### src/rtl/hier_include_b_accum_pkg.sv
// Shared types and sizes for the block B accumulator: beat, sum, count and result layout.
package hier_include_b_accum_pkg;

    localparam int unsigned B_ANOTHER_SIZE = 9;
    localparam int unsigned B_ACCUM_LEN    = 4;
    localparam int unsigned B_SUM_W        = B_ANOTHER_SIZE + $clog2(B_ACCUM_LEN);
    localparam int unsigned B_CNT_W        = $clog2(B_ACCUM_LEN + 1);
    localparam int unsigned B_ACCUM_W      = B_SUM_W + B_CNT_W;

    typedef logic [B_ANOTHER_SIZE-1:0] b_size_t;
    typedef logic [B_SUM_W-1:0]        b_sum_t;
    typedef logic [B_CNT_W-1:0]        b_cnt_t;

    // Sum sits in the MSBs of the flattened result.
    typedef struct packed {
        b_sum_t sum;
        b_cnt_t count;
    } b_accum_t;

    typedef enum logic {
        BAccum,
        BHold
    } b_accum_state_t;

endpackage

### src/rtl/hier_include_b_accum_if.sv
// Generic valid/ready stream; master drives valid and data, slave drives ready.
interface hier_include_b_accum_if #(
    parameter int unsigned W = 9
);
    logic         valid;
    logic         ready;
    logic [W-1:0] data;

    modport master (output valid, output data, input ready);
    modport slave  (input valid, input data, output ready);
endinterface

### src/rtl/hier_include_b_out_slot.sv
// One-entry valid/ready holding register for the accumulated result.
module hier_include_b_out_slot #(
    parameter int unsigned W = 14
) (
    input  logic          clk,
    input  logic          rst,
    input  logic          load,
    input  logic [W-1:0]  load_data,
    output logic          busy,
    hier_include_b_accum_if.master out
);

    logic         valid_q;
    logic [W-1:0] data_q;

    always_ff @(posedge clk) begin
        if (rst) begin
            valid_q <= 1'b0;
            data_q  <= '0;
        end else if (load) begin
            valid_q <= 1'b1;
            data_q  <= load_data;
        end else if (valid_q && out.ready) begin
            valid_q <= 1'b0;
        end
    end

    assign out.valid = valid_q;
    assign out.data  = data_q;
    assign busy      = valid_q;

endmodule

### src/rtl/hier_include_b_accum.sv
// Sums the bAnother field of incoming beats over bursts of ACCUM_LEN (or until flush)
// and emits one {sum, count} result per burst.
module hier_include_b_accum
    import hier_include_b_accum_pkg::*;
#(
    parameter int unsigned ACCUM_LEN = B_ACCUM_LEN,
    localparam int unsigned SUM_W    = B_ANOTHER_SIZE + $clog2(ACCUM_LEN),
    localparam int unsigned CNT_W    = $clog2(ACCUM_LEN + 1)
) (
    input  logic clk,
    input  logic rst,
    input  logic flush,
    hier_include_b_accum_if.slave  in,
    hier_include_b_accum_if.master out
);

    b_accum_state_t   state_q, state_d;
    logic [SUM_W-1:0] acc_sum_q, acc_sum_d;
    logic [CNT_W-1:0] acc_cnt_q, acc_cnt_d;

    logic             accept;
    logic [SUM_W-1:0] sum_inc;
    logic [CNT_W-1:0] cnt_inc;
    logic             load;
    logic             busy;

    assign in.ready = (state_q == BAccum) && !rst;
    assign accept   = in.valid && in.ready;
    assign sum_inc  = acc_sum_q + (accept ? SUM_W'(in.data) : '0);
    assign cnt_inc  = acc_cnt_q + CNT_W'(accept);

    always_comb begin
        state_d   = state_q;
        acc_sum_d = acc_sum_q;
        acc_cnt_d = acc_cnt_q;
        load      = 1'b0;
        unique case (state_q)
            BAccum: begin
                acc_sum_d = sum_inc;
                acc_cnt_d = cnt_inc;
                // cnt_inc is non-zero exactly when something is pending to close.
                if ((accept && cnt_inc == CNT_W'(ACCUM_LEN)) || (flush && cnt_inc != '0)) begin
                    load      = 1'b1;
                    acc_sum_d = '0;
                    acc_cnt_d = '0;
                    state_d   = BHold;
                end
            end
            BHold: begin
                if (busy && out.ready) begin
                    state_d = BAccum;
                end
            end
            default: state_d = BAccum;
        endcase
    end

    always_ff @(posedge clk) begin
        if (rst) begin
            state_q   <= BAccum;
            acc_sum_q <= '0;
            acc_cnt_q <= '0;
        end else begin
            state_q   <= state_d;
            acc_sum_q <= acc_sum_d;
            acc_cnt_q <= acc_cnt_d;
        end
    end

    hier_include_b_out_slot #(
        .W (SUM_W + CNT_W)
    ) u_out_slot (
        .clk       (clk),
        .rst       (rst),
        .load      (load),
        .load_data ({sum_inc, cnt_inc}),
        .busy      (busy),
        .out       (out)
    );

endmodule

### src/flat_wrapper.sv
// flat-port wrapper written by rule: the top's interface ports become plain ports
module hier_include_b_accum_flat import hier_include_b_accum_pkg::*;
#(
    parameter int unsigned ACCUM_LEN = B_ACCUM_LEN,
    localparam int unsigned SUM_W    = B_ANOTHER_SIZE + $clog2(ACCUM_LEN),
    localparam int unsigned CNT_W    = $clog2(ACCUM_LEN + 1)
)
  (clk, rst, flush, in_valid, in_data, in_ready, out_valid, out_data, out_ready);
  hier_include_b_accum_if #(.W(B_ANOTHER_SIZE)) in_i ();
  hier_include_b_accum_if #(.W(B_ACCUM_W)) out_i ();
  input  logic clk;
  input  logic rst;
  input  logic flush;
  input wire logic [$bits(in_i.valid)-1:0] in_valid;
  input wire logic [$bits(in_i.data)-1:0] in_data;
  output wire logic [$bits(in_i.ready)-1:0] in_ready;
  output wire logic [$bits(out_i.valid)-1:0] out_valid;
  output wire logic [$bits(out_i.data)-1:0] out_data;
  input wire logic [$bits(out_i.ready)-1:0] out_ready;
  assign in_i.valid = in_valid;
  assign in_i.data = in_data;
  assign in_ready = in_i.ready;
  assign out_valid = out_i.valid;
  assign out_data = out_i.data;
  assign out_i.ready = out_ready;
  hier_include_b_accum #(.ACCUM_LEN(ACCUM_LEN)) u_core (.clk(clk), .rst(rst), .flush(flush), .in(in_i), .out(out_i));
endmodule
### config.mk
export PLATFORM = sky130hd
export DESIGN_NAME = hier_include_b_accum_flat
export DESIGN_NICKNAME = d
export VERILOG_FILES = /design/src/rtl/hier_include_b_accum_pkg.sv /design/src/rtl/hier_include_b_accum_if.sv /design/src/rtl/hier_include_b_out_slot.sv /design/src/rtl/hier_include_b_accum.sv /design/src/flat_wrapper.sv
export SDC_FILE = /design/constraint.sdc
export NUM_CORES = 1
export LEC_CHECK = 0
export ABC_CLOCK_PERIOD_IN_PS = 4300
export BUFFER_PORTS_ARGS = -buffer_cell sky130_fd_sc_hd__buf_2
export CORE_ASPECT_RATIO = 2
export CORE_UTILIZATION = 30
export DETAILED_ROUTE_END_ITERATION = 16
export PLACE_DENSITY = 0.47
export SYNTH_ARGS = -nofsm -noshare
export SYNTH_HDL_FRONTEND = slang
export SYNTH_HIERARCHICAL = 1
export SYNTH_SLANG_ARGS = --single-unit
### constraint.sdc
create_clock -name clk -period 4.3 [get_ports clk]
set_input_delay 0.645 -clock clk [delete_from_list [all_inputs] [get_ports clk]]
set_output_delay 0.645 -clock clk [all_outputs]
set_load 0.01 [all_outputs]
After elaboration in Yosys (flattened, before gate mapping)
Index checks and enable logic that the tools add are counted.
W data, S select, Z words.

cells by class
  add/subtract/negate cells = 2
  eq/ne operators = 1
  mux-type cells = 9
  bitwise operators = 1
  reductions and logical operators = 9

operators with widths
  operator              number
  $add A11 B11 Y11      1
  $mux W11              1
  $mux W9               1
  $logic_and A1 B1 Y1   5
  $mux W1               5
  $add A3 B1 Y3         1
  $eq A3 B3 Y1 const B  1
  $mux W3               1
  $reduce_bool A3 Y1    1
  $pmux W1 S2           1
  $reduce_bool A2 Y1    1
  $logic_not A1 Y1      1
  $logic_or A1 B1 Y1    1
  $not A1 Y1            1

word-level totals
  flip-flop bits (word level) = 30
  input bits = 14
  output and inout bits = 16
  logic and storage cells = 27

Logic depth before layout (Yosys ltp)
Gate-level depths: netlist (run 1).

  depth after elaboration = 10
  gate-level depth with buffers = 14
  mapped depth without buffers = 12

By module
Netlist (run 1), hierarchy kept.

modules (own cells, without submodules)
  module                   instances  cells an instance  area an instance (µm²)  seq. area each (µm²)
  hier_include_b_accum     1          134                1137.3                  300.3
  hier_include_b_out_slot  1          50                 551.8                   300.3

Worst setup path before layout (run 1)
OpenSTA, ideal clock, no wires.

  path type = input -> register
  start = in rst
  end = reg u_core.u_out_slot.data_q[13] (netlist: u_core/u_out_slot/out.data[13])
  setup time = 0.114 ns
  arrival = 2.891 ns
  required time = 4.186 ns
  slack = 1.295 ns
  stages = 14
  buffers on the path = 2
  cells stage by stage = buf_2 > nor3b_1 > clkbuf_1 > and2_1 > ha_1 > inv_1 > fa_1 > nor2b_4 > o2111a_1 > o31a_1 > o21ai_0 > xnor2_1 > mux2i_1 > nor2_1

RTL lines
  what                    RTL line                       RTL
  start: declaration      flat_wrapper.sv:12             input logic rst;
  $logic_not A1 Y1        hier_include_b_accum.sv:27     assign in.ready = (state_q == BAccum) && !rst;
  $logic_and A1 B1 Y1     hier_include_b_accum.sv:27
  $logic_and A1 B1 Y1     hier_include_b_accum.sv:28     assign accept = in.valid && in.ready;
  $mux W9                 hier_include_b_accum.sv:29     assign sum_inc = acc_sum_q + (accept ? SUM_W'(in.data) : '0);
  $add A11 B11 Y11        hier_include_b_accum.sv:29
  via u_core.sum_inc[10]  hier_include_b_accum.sv:22     logic [SUM_W-1:0] sum_inc;
  end signal: assignment  hier_include_b_out_slot.sv:22  data_q <= load_data;
  end: declaration        hier_include_b_out_slot.sv:14  logic [W-1:0] data_q;

The timed path passes the listed nets, and every way through them passes these cells.
A chain may end at the register's enable or synchronous reset.

Final worst setup path (run 1)
  start = reg u_core.state_q
  end = reg u_core.u_out_slot.data_q[11] (netlist: u_core/u_out_slot/out.data[11])

RTL lines
  what                      RTL line                    RTL
  start: declaration        hier_include_b_accum.sv:17  b_accum_state_t state_q, state_d;
  start signal: assignment  hier_include_b_accum.sv:60  state_q <= BAccum;
  start signal: assignment  hier_include_b_accum.sv:64  state_q <= state_d;
  $not A1 Y1                hier_include_b_accum.sv:27
  $logic_and A1 B1 Y1       hier_include_b_accum.sv:27
  $logic_and A1 B1 Y1       hier_include_b_accum.sv:28
  $mux W9                   hier_include_b_accum.sv:29
  $add A11 B11 Y11          hier_include_b_accum.sv:29
  via u_core.sum_inc[8]     hier_include_b_accum.sv:22

The timed path passes the listed nets, and every way through them passes these cells.

==> flow_summary_export.csv, run 1 <==
group,metric,value,unit
global_routing,grt_pass1_vias,1445,
global_routing,grt_max_degree,26,
clocking,htree_num_levels,2,
synth,synth_nets,210,
synth,ys_types,45,
status,status,"completed",
sta,tns,0,ps
sta,rsz0062_at_grt,"no",
route,antenna_left,0,
sta,fmax,334,MHz
synth,synth.area.top_cells,"dfxtp_1, mux2i_1, ha_1",
die,coreArea,5420,sq um
worst_setup_path,cp.arrival,3210,ps
clocking,numCtsBuffers,5,
clocking,cts_tree,"done",
synth,ys_ff_latch,30,
route,firstDrtPassIters,4,
clocking,postCtsHoldBufs,0,
final_layout,area_growth,16.5,%
placed_design,placed_cells,268,
placed_design,place_area,1880,sq um
min_path,min_path_type,"reg -> reg",
final_layout,fin_util,0.363,
worst_setup_path,reg2regPathDepth,13,
worst_setup_path,timing.rr.start,"u_core/state_q",
power_and_ir_drop,power,664,uW
sta,slew_headroom,0.474,
sta,hold_viol,0,
final_layout,final_cell_area,1970,sq um
worst_setup_path,path_max_fanout,15,
route,drc_errors,0,
power_and_ir_drop,ir_drop,0.000182,V
synth,postSynthAreaPerCell,9.18,sq um
power_and_ir_drop,p_leak,0.876,nW
sta,hold_ws,472,ps
die,dieArea,5950,sq um
sta,min_period,2990,ps
sta,setup_violations,0,
final_layout,mostFrequentLayoutCell,"dfxtp_1",
final_layout,drive_above_1_share,0.208,
die,pin_count,30,
sta,fin_skew,7.86,ps
placed_design,globalplace.congestion,0.712,
synth,synth_largest_area_cell,"dfxtp_1",
synth,synth_edf_count,0,
synth,yosysWarnings,6,
global_routing,antenna_found_initial,0,
sta,worstMarginPinSlew,788,ps
min_path,min_from,"u_core/acc_sum_q[8]",
worst_setup_path,end_kind,"flop",
worst_setup_path,critPathCapture,"u_core/u_out_slot/out.data[11]",
final_layout,fillers,619,
clocking,path_clk_slew,70,ps
worst_setup_path,regToRegEndpoint,"u_core/u_out_slot/out.data[11]",
power_and_ir_drop,power_density,337,nW/um^2
clocking,clockBufferDepth,2,
route,routed_wl,4120,um
sta,post-route-period-util,0.696,
clocking,post_cts_resize_count,0,
route,drt_iter0_drc,24,
route,post_drt_wl_per_cell,14.9,um
final_layout,num_antenna_cells,0,
clocking,clk-insertion-delay-late,280,ps
global_routing,overflow,0,
global_routing,grt_use_total,0.162,
final_layout,fin_nets,241,
flow_run,maxCapViolCount,0,
synth,ys.flop_type,"dfxtp_1",
die,fp.dieH,108,um
die,rows,38,
final_layout,final_cell_mix,"dfxtp_1, buf_2, nor2_1",
sta,setup_slack,1310,ps
worst_setup_path,worstSetupPathType,"reg -> reg",
sta,drv_slew,0,
clocking,cts_sinks,30,
global_routing,grt_pass1_wl,6790,um
synth,synthCells,184,
final_layout,final_cells,276,
worst_setup_path,crit_path_start_kind,"flop",
synth,async_flop_share,0,
worst_setup_path,required,4510,ps
route,viasPerCell,5.09,
synth,synth_top_cell_area_share,0.356,
clocking,root_buffer,"clkbuf_8",
placed_design,post-place-ws,1110,ps
clocking,post_cts_buffers,0,
placed_design,io_buffer_count,29,
die,start_util,0.312,
placed_design,hpwlAfterDp,3110,um
worst_setup_path,cp-startpoint,"u_core/state_q",
route,vias,1404,
synth,ys_seq_area_frac,0.356,
synth,syn_area,1690,sq um
worst_setup_path,reg2reg_slack,1310,ps
die,die_w,55.1,um
-- critical path, stage by stage (launching register included) --
cell and delay [ps]:
dfxtp_1 480, nor3b_1 330, buf_4 230, and2_1 140
ha_1 160, inv_1 60, fa_1 440, nor2b_4 150
o2111a_1 230, o311ai_1 130, and3_1 230, nor2_1 150
mux2i_1 100, nor2_1 100
-- cell families after synthesis --
family          count (synthesis)  share of synthesized area
fa+ha+maj                      12                     0.0933
simple gates                   63                      0.193
compound gates                 40                      0.176
mux                            14                     0.0830
buf+inv                        16                     0.0533
flops                          30                      0.356
xor+xnor                        9                     0.0467
-- power by group --
part	total, mW	switching, mW	internal, mW
combinational	0.125	0.0710	0.0539
sequential	0.304	0.0118	0.292
clock	0.235	0.106	0.129
total	0.664	0.189	0.475
-- state kept, by name, indices dropped and copies added (netlist names) --
register / count
u_core/acc_cnt_q: 3
u_core/acc_sum_q: 11
u_core/state_q: 1
u_core/u_out_slot/out.data: 14
u_core/u_out_slot/busy: 1
-- cells in the mapped netlist, types with 3 or more instances --
cell / count
inv_1: 8
xnor2_1: 7
ha_1: 11
nor3b_1: 3
a22o_1: 6
a22oi_1: 4
nand3_1: 3
nor2_1: 28
and2_1: 8
mux2i_1: 14
dfxtp_1: 30
nor3_1: 4
o21ai_0: 6
a21oi_1: 8
nand2_1: 5
-- final cells by class --
type | count | area, sq um | share of cell area
Clock buffer | 7 | 86.3 | 0.0439
Clock inverter | 1 | 5.00 | 0.00254
Inverter | 8 | 30.0 | 0.0153
Multi-Input combinational cell | 138 | 1000 | 0.510
Sequential cell | 30 | 601 | 0.305
Tap cell | 60 | 75.1 | 0.0381
Timing Repair Buffer | 32 | 168 | 0.0852
-- metal layers --
layer | up-vias | GRT usage | part of all wire
met5 | - | 0 | 0
met4 | 0 | 0.0643 | 0.019
met3 | 6 | 0.0295 | 0.026
met2 | 23 | 0.297 | 0.58
met1 | 663 | 0.168 | 0.37
li1 | 712 | - | -
-- worst min-delay path by stage --
stage	end	slack, ps	cells past startpoint
floorplan	u_core/acc_sum_q[8]	430	2
global placement	u_core/acc_sum_q[8]	460	2
detailed placement	u_core/acc_sum_q[8]	470	2
CTS	u_core/acc_sum_q[8]	480	2
global route	u_core/state_q	500	1
finish	u_core/acc_sum_q[8]	470	2
No activity file was read; power rests on OpenSTA's default activity.
==> inputs of run 2 (changes only) <==
--- a/config.mk
+++ b/config.mk
@@ -5,7 +5,7 @@
 export SDC_FILE = /design/constraint.sdc
 export NUM_CORES = 1
 export LEC_CHECK = 0
-export ABC_CLOCK_PERIOD_IN_PS = 4300
+export ABC_CLOCK_PERIOD_IN_PS = 3000
 export BUFFER_PORTS_ARGS = -buffer_cell sky130_fd_sc_hd__buf_2
 export CORE_ASPECT_RATIO = 2
 export CORE_UTILIZATION = 30
==> constraint.sdc (replaced) <==
create_clock -name clk -period 3 [get_ports clk]
set_input_delay 0.45 -clock clk [delete_from_list [all_inputs] [get_ports clk]]
set_output_delay 0.45 -clock clk [all_outputs]
set_load 0.01 [all_outputs]
==> run 2 against run 1 <==
Against the previous run:
- worst hold slack lost 84 ps
- sequential cell count is the same
- largest cell class unchanged
- setup slack lost 940 ps
- highest routed layer unchanged
- first-iteration DRC count grew 54%
- register-to-register slack lost 940 ps
- global-route usage shrank 0.39 points
- critical path type unchanged
- critical endpoint is now u_core/u_out_slot/out.data[13]
- power grew 41%
- largest power group unchanged
- non-clock buffer count grew 4
==> flow_summary_export.csv, run 2 (synthesis results as in run 1) <==
group,metric,value,unit
worst_setup_path,path_max_fanout,11,
final_layout,fillers,609,
global_routing,antenna_found_initial,0,
global_routing,grtUsageMet3,0.0338,
final_layout,drive_above_1_share,0.220,
final_layout,multiInputGateArea,1000,sq um
sta,post-route-period-util,0.877,
clocking,htree_num_levels,2,
final_layout,fin_nets,245,
min_path,min_path_type,"in -> reg",
global_routing,grt_busiest_layer,"met2",
route,drc_errors,0,
clocking,clockBufferDepth,2,
worst_setup_path,end_kind,"flop",
die,pin_count,30,
route,drt_iter0_drc,37,
placed_design,post-place-ws,91.0,ps
flow_run,maxCapViolCount,0,
clocking,root_buffer,"clkbuf_8",
final_layout,area_growth,17.8,%
clocking,postCtsHoldBufs,0,
die,fp.dieH,108,um
placed_design,globalplace.congestion,0.826,
sta,worstMarginPinSlew,709,ps
sta,tns,0,ps
worst_setup_path,critPathCapture,"u_core/u_out_slot/out.data[13]",
worst_setup_path,cp.arrival,2780,ps
route,vias,1376,
global_routing,grt_max_degree,26,
final_layout,final_cell_mix,"dfxtp_1, buf_2, nor2_1",
global_routing,grt_pass1_vias,1415,
sta,slew_headroom,0.526,
placed_design,io_buffer_count,29,
worst_setup_path,reg2reg_slack,370,ps
sta,fmax,380,MHz
sta,min_period,2630,ps
route,antenna_left,0,
die,rows,38,
sta,setup_slack,370,ps
route,viasPerCell,4.95,
sta,hold_viol,0,
worst_setup_path,reg2regPathDepth,13,
sta,drv_slew,0,
clocking,numCtsBuffers,5,
die,start_util,0.312,
clocking,clk-insertion-delay-late,270,ps
power_and_ir_drop,power_density,469,nW/um^2
status,status,"completed",
worst_setup_path,worstSetupPathType,"reg -> reg",
final_layout,num_antenna_cells,0,
route,post_drt_wl_per_cell,14.2,um
route,firstDrtPassIters,4,
power_and_ir_drop,p_leak,0.892,nW
die,dieArea,5950,sq um
clocking,cts_sinks,30,
power_and_ir_drop,ir_drop,0.000266,V
placed_design,place_area,1910,sq um
clocking,post_cts_resize_count,0,
final_layout,seq_area,601,sq um
route,routed_wl,3940,um
final_layout,final_cells,278,
final_layout,largest_reg_flops,14,
final_layout,mostFrequentLayoutCell,"dfxtp_1",
clocking,post_cts_buffers,0,
clocking,path_clk_slew,60,ps
global_routing,grt_use_total,0.158,
global_routing,grtUsageMet1,0.165,
worst_setup_path,required,3150,ps
worst_setup_path,crit_path_start_kind,"flop",
worst_setup_path,regToRegEndpoint,"u_core/u_out_slot/out.data[13]",
sta,setup_violations,0,
global_routing,grt_use_met2,0.282,
die,die_w,55.1,um
sta,rsz0062_at_grt,"no",
sta,fin_skew,3.97,ps
global_routing,grt_pass1_wl,6620,um
worst_setup_path,cp-startpoint,"u_core/state_q",
final_layout,final_cell_area,1990,sq um
worst_setup_path,timing.rr.start,"u_core/state_q",
placed_design,hpwlAfterDp,3130,um
clocking,cts_tree,"done",
placed_design,placed_cells,272,
global_routing,overflow,0,
die,coreArea,5420,sq um
-- run 2: cell count changes in the layout (fill, tap and decap cells not counted) --
cell / before / now
buf_4: 3 / 7
clkbuf_1: 1 / 0
clkinv_2: 1 / 0
-- run 2: critical path, cell delays in order, from the launching register on --
cell,delay (ps)
dfxtp_1,310
nor3b_1,240
buf_4,220
and2_1,140
ha_1,160
inv_1,50
fa_1,430
nor2b_4,140
o2111a_1,220
o31a_1,170
o21ai_0,120
xnor2_1,140
mux2i_1,130
nor2_1,50
-- run 2: layer usage --
| metal | share of wire | routed length (um) |
|---|---|---|
| met5 | 0 | 0 |
| met4 | 0.0096 | 38 |
| met3 | 0.020 | 77 |
| met2 | 0.58 | 2290 |
| met1 | 0.39 | 1540 |
-- run 2: final cells by class --
type / instances / share of cell area
Clock buffer: 6 / 0.0415
Inverter: 8 / 0.0151
Multi-Input combinational cell: 138 / 0.504
Sequential cell: 30 / 0.302
Tap cell: 60 / 0.0377
Timing Repair Buffer: 36 / 0.0994
-- run 2: metrics by stage --
stage	hold WS [ps]	utilization	power, mW
floorplan	432	-	0.578
global placement	463	0.352	0.634
detailed placement	475	0.352	0.633
CTS	372	0.367	0.959
global route	375	0.367	1.00
finish	388	0.367	0.933
-- run 2: how the worst min path moves through the flow --
stage                                      start                   to  depth (start not counted)
final                                  out_ready       u_core/state_q                          2
after global routing                   out_ready       u_core/state_q                          2
after CTS                              out_ready       u_core/state_q                          2
after detailed placement  u_core/u_out_slot/busy       u_core/state_q                          1
after global placement       u_core/acc_sum_q[5]  u_core/acc_sum_q[5]                          1
after floorplan              u_core/acc_sum_q[8]  u_core/acc_sum_q[8]                          2
-- run 2: where the power goes --
part | switching [mW] | leakage (nW) | internal (mW)
Clock | 0.136 | 0.0431 | 0.176
Combinational | 0.108 | 0.606 | 0.0828
Sequential | 0.0116 | 0.243 | 0.419
